==> config.mk <==
export PLATFORM = sky130hd
export DESIGN_NAME = aes_round_scheduler
export DESIGN_NICKNAME = d
export VERILOG_FILES = /design/src/rtl/aes_round_scheduler.sv
export SDC_FILE = /design/constraint.sdc
export NUM_CORES = 1
export LEC_CHECK = 0
export CORE_AREA = 5 5 209 211
export CTS_CLUSTER_DIAMETER = 80
export DETAILED_ROUTE_END_ITERATION = 10
export DIE_AREA = 0 0 214 216
export PLACE_DENSITY = 0.59
export SYNTH_ARGS = -nofsm -noshare
export SYNTH_HDL_FRONTEND = slang
export SYNTH_SLANG_ARGS = --single-unit
==> constraint.sdc <==
create_clock -name clk -period 1.4 [get_ports clk]
set_input_delay 0.35 -clock clk [delete_from_list [all_inputs] [get_ports clk]]
set_output_delay 0.35 -clock clk [all_outputs]
set_load 0.01 [all_outputs]
==> src/rtl/aes_round_scheduler.sv <==
// aes_round_scheduler
//   Iterative controller for a shared combinational AES round datapath.
//   Owns the 128-bit state register, the round counter and the mode latch,
//   and walks one round per clock: ADDKEY (rnd 0), MID (1..Nr-1), LAST (Nr).
//   Encryption uses round keys 0..Nr; decryption uses Nr..0.
//
// Ports
//   clk, rst_n          clock, asynchronous active-low reset
//   in_valid/in_ready   block input handshake; in_data, in_decrypt sampled on accept
//   abort               synchronous cancel, overrides everything
//   dp_state            state register driven to the datapath
//   dp_round_type       0 ADDKEY, 1 MID, 2 LAST
//   dp_decrypt          latched mode
//   dp_key_idx          round-key select, 0..Nr
//   dp_result           combinational datapath result for the current round
//   out_valid/out_ready result handshake; out_data is the state register
//   busy                high while a block is in flight or held for output
//   done_count          completed-block counter (wraps)
module aes_round_scheduler #(
   parameter int unsigned Nr     = 10,
   parameter int unsigned KIDX_W = 4
) (
   input  logic              clk,
   input  logic              rst_n,
   input  logic              in_valid,
   output logic              in_ready,
   input  logic [127:0]      in_data,
   input  logic              in_decrypt,
   input  logic              abort,
   output logic [127:0]      dp_state,
   output logic [1:0]        dp_round_type,
   output logic              dp_decrypt,
   output logic [KIDX_W-1:0] dp_key_idx,
   input  logic [127:0]      dp_result,
   output logic              out_valid,
   input  logic              out_ready,
   output logic [127:0]      out_data,
   output logic              busy,
   output logic [15:0]       done_count
);

   typedef enum logic [1:0] {
      S_IDLE  = 2'd0,
      S_ROUND = 2'd1,
      S_DONE  = 2'd2
   } state_t;

   localparam logic [1:0]        RT_ADDKEY = 2'd0;
   localparam logic [1:0]        RT_MID    = 2'd1;
   localparam logic [1:0]        RT_LAST   = 2'd2;
   localparam logic [KIDX_W-1:0] NR_K      = KIDX_W'(Nr);

   state_t              fsm_q, fsm_d;
   logic [127:0]        blk_q, blk_d;
   logic [KIDX_W-1:0]   rnd_q, rnd_d;
   logic                mode_q, mode_d;
   logic [15:0]         cnt_q, cnt_d;
   logic                accept;

   always_ff @(posedge clk or negedge rst_n) begin
      if (!rst_n) begin
         fsm_q  <= S_IDLE;
         blk_q  <= '0;
         rnd_q  <= '0;
         mode_q <= 1'b0;
         cnt_q  <= '0;
      end else begin
         fsm_q  <= fsm_d;
         blk_q  <= blk_d;
         rnd_q  <= rnd_d;
         mode_q <= mode_d;
         cnt_q  <= cnt_d;
      end
   end

   // Next state and handshake outputs. abort wins over every state and also
   // suppresses both handshakes so no block is taken or delivered that cycle.
   always_comb begin
      fsm_d     = fsm_q;
      blk_d     = blk_q;
      rnd_d     = rnd_q;
      mode_d    = mode_q;
      cnt_d     = cnt_q;
      in_ready  = 1'b0;
      out_valid = 1'b0;
      accept    = 1'b0;

      if (abort) begin
         fsm_d = S_IDLE;
         blk_d = '0;
         rnd_d = '0;
      end else begin
         case (fsm_q)
            S_IDLE: begin
               in_ready = 1'b1;
               accept   = in_valid;
            end
            S_ROUND: begin
               blk_d = dp_result;
               rnd_d = rnd_q + 1'b1;
               if (rnd_q == NR_K) begin
                  fsm_d = S_DONE;
                  rnd_d = '0;
               end
            end
            S_DONE: begin
               out_valid = 1'b1;
               // a waiting block may enter on the same cycle the result leaves
               in_ready  = out_ready;
               if (out_ready) begin
                  cnt_d = cnt_q + 16'd1;
                  if (in_valid) accept = 1'b1;
                  else          fsm_d  = S_IDLE;
               end
            end
            default: fsm_d = S_IDLE;
         endcase

         if (accept) begin
            fsm_d  = S_ROUND;
            blk_d  = in_data;
            mode_d = in_decrypt;
            rnd_d  = '0;
         end
      end
   end

   // Datapath controls come from registers only, so the datapath never sees
   // a combinational path from the handshake inputs.
   always_comb begin
      dp_round_type = RT_ADDKEY;
      dp_key_idx    = '0;
      if (fsm_q == S_ROUND) begin
         if (rnd_q == '0)        dp_round_type = RT_ADDKEY;
         else if (rnd_q == NR_K) dp_round_type = RT_LAST;
         else                    dp_round_type = RT_MID;
         dp_key_idx = mode_q ? (NR_K - rnd_q) : rnd_q;
      end
   end

   assign dp_state   = blk_q;
   assign dp_decrypt = mode_q;
   assign out_data   = blk_q;
   assign busy       = (fsm_q != S_IDLE);
   assign done_count = cnt_q;

endmodule

# Word level (Yosys, flattened, before mapping)
# Cells that the tools add are included.
# word_totals
ram_bits	0
word_cells	49
out_inout_bits	282
mem_bits_ro	0
latchBits	0
reg_bits	151
mem_count	0
input_bits	262
# op_classes
n_mux	26
n_lt_le_gt_ge	0
n_reduce_logical	7
addsub	3
div_mod_pow	0
shifts	0
n_eq_ne	7
bitwise	1
multipliers	0
# ops
op	count
128-bit two-way mux	3
4-bit two-way mux	6
16-bit by 1-bit adder with 16-bit output (second input constant)	1
2-bit two-way mux	8
4-bit inequality test (second input constant)	2
1-bit two-way mux	6
2-bit case mux with 3 select lines	1
4-bit by 1-bit adder with 4-bit output (second input constant)	1
4-bit equality test (second input constant)	1
4-bit zero test	1
4-bit by 3-bit inequality test with 1-bit output (second input constant)	1
1-bit case mux with 2 select lines	2
4-bit AND reduction	1
4-bit subtractor (first input constant)	1
3-bit inequality test (second input constant)	1
3-bit AND reduction	1
3-bit nonzero test	1
2-bit by 1-bit equality test with 1-bit output (second input constant)	1
2-bit equality test (second input constant)	1
2-bit zero test	1
2-bit AND reduction	1
2-bit nonzero test	1
1-bit inverter	1

# Logic depth before layout (Yosys ltp)
# logic_depth
depth_word	6
depth_mapped	7

# Worst setup path after synthesis
# Ideal clock, no wire load.
# synth_timing
kind	register to output
from	register fsm_q[1]
to	output dp_key_idx[1]
required_ps	1050
path_buffers	2
path_slack_ps	-237
path_stages_with_launch	5
arrival_time_ps	1287
cell_sequence	dfrtp_1 > nand2b_1 > buf_4 > buf_2 > a211oi_1
# synth_between
elab_chain_len	2
# synth_lines
element	line_no	text
start, declared	53	state_t fsm_q, fsm_d;
start signal, assigned	68	fsm_q <= fsm_d;
2-bit by 1-bit equality test with 1-bit output	133	if (fsm_q == S_ROUND) begin
4-bit two-way mux	133	
end, declared	33	output logic [KIDX_W-1:0] dp_key_idx,
# No other way between the ends.

# Worst setup path in the final report
# layout_timing
from	register rnd_q[1]
to	output dp_round_type[1]
# layout_between
elab_chain_len	4
# layout_lines
element	line_no	text
start, declared	55	logic [KIDX_W-1:0] rnd_q, rnd_d;
start signal, assigned	70	rnd_q <= rnd_d;
4-bit equality test	135	else if (rnd_q == NR_K) dp_round_type = RT_LAST;
2-bit two-way mux	135	
2-bit two-way mux (*)	134	if (rnd_q == '0) dp_round_type = RT_ADDKEY;
2-bit two-way mux (*)	133	
end, declared	31	output logic [1:0] dp_round_type,
# Every way passes the cells marked *; elsewhere a longest branch is shown, timed or not.

==> impl_metrics.py <==
metrics = {
    "sta": {
        "slew-limit-headroom": 0.730,
        "worst_slew_pin_slew_ps": 405,
        "skew_ps": 11.1,
        "hold_violations": 0,
        "finalHoldWorstSlack_ps": 379,
        "worst_slack_ps": -590,
        "grt_setup_unrepaired": "true",
        "slew_violations": 0,
        "finalCritPeriodShare": 1.42,
        "fmax_ghz": 0.502,
        "period_needed_ps": 1990,
        "finalSetupViolCount": 245,
    },
    "clock_tree": {
        "clk_pin_slew_ps": 70,
        "insertion_delay_ps": 440,
        "htreeDepth": 4,
        "clockBufferDepth": 2,
        "clock_sinks": 151,
        "cts_made_buffers": 17,
        "clock-root-buffer": "clkbuf_16",
        "tritoncts": "yes",
    },
    "setup_path": {
        "path_class": "reg -> out",
        "cp_data_required_time_ps": 1050,
        "cp_data_arrival_time_ps": 1640,
        "start_kind": "flip-flop",
        "cp_max_fo": 4,
        "worst_setup_path_end_kind": "primary output",
    },
    "global_routing": {
        "antenna_found_initial": 3,
        "first_global_vias": 9628,
        "met2_usage": 0.300,
        "grt-busiest-layer": "met2",
        "grt.total_usage": 0.172,
        "use_met3": 0.0502,
        "grt_util_met1": 0.207,
        "grt_first_pass_wirelength_mm": 61.9,
        "grt_max_degree": 42,
        "gr-total-overflow": 0,
    },
    "die": {
        "num_io_pins": 544,
        "die_x_um": 214,
        "core_area_mm2": 0.0416,
        "start_util": 0.202,
        "die_h_um": 216,
        "rows": 75,
        "die-area_mm2": 0.0462,
    },
    "run_status": {
        "violations": "negative setup slack",
        "status": "finished, violations left",
    },
    "synthesis": {
        "synthesis.area_mm2": 0.00840,
        "synth.top_cells.by_count": "151 x dfrtp_1, 139 x buf_4, 138 x nor2_1",
        "synth.area.mux_share": 0.00387,
        "avgSynthCellArea_um2": 10.3,
        "synth-seq-cells": 151,
        "synth_adder_area_share": 0.00596,
        "synth-simple-area-share": 0.0959,
        "ys.flop_type": "dfrtp_1",
        "syn_nets": 1081,
        "synth_cell_types": 38,
        "synth_cells": 815,
        "synth-async-reset-ratio": 1.00,
        "synth_seq_area_share": 0.450,
        "synth-edff-count": 0,
        "synth_xor_area_frac": 0.0177,
        "synth_top_family_by_area": "compound AO/OA/AOI/OAI gates",
        "yosys.area.top_type": "dfrtp_1",
        "synth.most_common_cell": "dfrtp_1",
        "ys_warn_count": 0,
        "synth_area_leaders": "dfrtp_1 45%, buf_4 12%, o2bb2ai_1 12%",
        "synth_compound_area_frac": 0.263,
        "yosysTopAreaCellShare": 0.450,
    },
    "placement": {
        "gp_congestion": 0.822,
        "dp_hpwl_mm": 26.9,
        "dp.cells": 1809,
        "dpl_worst_slack_ps": -695,
        "io_buffers": 543,
    },
    "layout": {
        "layout.cells.non_filler": 2031,
        "drive_above_1_share": 0.525,
        "fill_cells": 3879,
        "synthToLayoutAreaGrowth_pct": 112,
        "layout.nets": 1744,
    },
    "drt": {
        "vias": 8875,
        "drtPass1Iterations": 4,
        "post_drt_via_cell_ratio": 4.37,
        "wirelength_mm": 42.4,
        "drc": 0,
        "drt_iter0_markers": 420,
        "antenna_left": 0,
        "wire_per_inst_um": 20.9,
    },
    "pwr": {
        "ir_drop_uv": 698,
        "p_leak_uw": 0.00807,
        "powerDensity_mw_per_mm2": 978,
        "finalPower_uw": 17400,
    },
    "min_path": {
        "hp-class": "in -> async",
    },
    "job": {
        "maxCapViolations": 0,
    },
}
-- layout by cell type (no fill, tap or decap), types with 6 or more instances in the layout --
| cell type | synthesis | routed |
|---|---|---|
| clkdlybuf4s50_1 | 0 | 259 |
| o2bb2ai_4 | 0 | 18 |
| clkbuf_16 | 0 | 22 |
| nor2_1 | 138 | 127 |
| buf_12 | 0 | 33 |
| nor2_2 | 0 | 9 |
| buf_4 | 139 | 90 |
| buf_16 | 0 | 10 |
| dfrtp_1 | 151 | 146 |
| nand2_1 | 11 | 6 |
| buf_2 | 27 | 167 |
| buf_8 | 0 | 24 |
| buf_6 | 13 | 241 |
| xnor2_1 | 13 | 12 |
| o2bb2ai_2 | 9 | 105 |
| o21a_1 | 128 | 128 |
-- what timing repair did --
item	in CTS	in global routing
pin swaps	36	21
setup buffers	155	27
setup endpoints to repair	429	304
cloned	12	6
hold endpoints to repair	19	0
hold buffers	1	0
gates resized for setup	1523	118
-- routing by layer --
metal	part of all wire	vias up
met5	0.00071	-
met4	0.025	4
met3	0.069	50
met2	0.50	367
met1	0.40	4383
li1	-	4071
-- layout make-up --
cell class	count	area (um^2)	share of cell area
Timing Repair Buffer	831	8260	0.463
Multi-Input combinational cell	472	4420	0.248
Sequential cell	151	3780	0.212
Tap cell	539	674	0.0378
Clock buffer	19	453	0.0254
Clock inverter	13	214	0.0120
Inverter	5	18.8	0.00105
Antenna cell	1	2.50	0.000140
-- cell families after synthesis --
kind of cell	Yosys count
AOI/OAI and AO/OA	265
buffers and inverters	192
and+or+nand+nor	183
DFF	151
xor gates and xnor gates	17
adders and majority gates	4
muxes	3
-- flip-flops by register name (all words and copies together) (netlist names) --
register    count
rnd_q           4
dp_state      128
dp_decrypt      1
done_count     16
fsm_q           2
-- worst max-delay path: stages (launching register included) --
cell	delay [ps]
dfrtp_2	440
buf_6	130
ha_4	150
and3b_2	230
nand2_2	100
inv_2	40
buf_6	110
-- metrics by stage --
step | util | setup TNS [ps] | cell area (um^2)
after floorplan | - | -574 | 8450
after detailed placement | 0.340 | -92110 | 14100
after global placement | 0.340 | -87510 | 14100
final | 0.429 | -72300 | 17800
after global routing | 0.429 | -88600 | 17800
after CTS | 0.410 | -65270 | 17000
-- power by group --
group	switching, uW	internal (uW)	leakage, uW	total (uW)
Combinational	2880	3950	0.00581	6830
Clock	2030	3280	0.000321	5310
Sequential	453	4840	0.00194	5290
-- path summary, 6_finish.rpt --
path,startpoint,slack (ps),endpoint,cells after the start
max reg2reg,rnd_q[1],-550,rnd_q[3],8
max,rnd_q[1],-590,dp_round_type[1],6
min reg2reg,done_count[15],470,done_count[15],1
max in group asynchronous,rst_n,500,dp_state[10],3
min,rst_n,380,done_count[2],2
min in group clk,done_count[15],470,done_count[15],1
(Power assumes the default switching activity.)
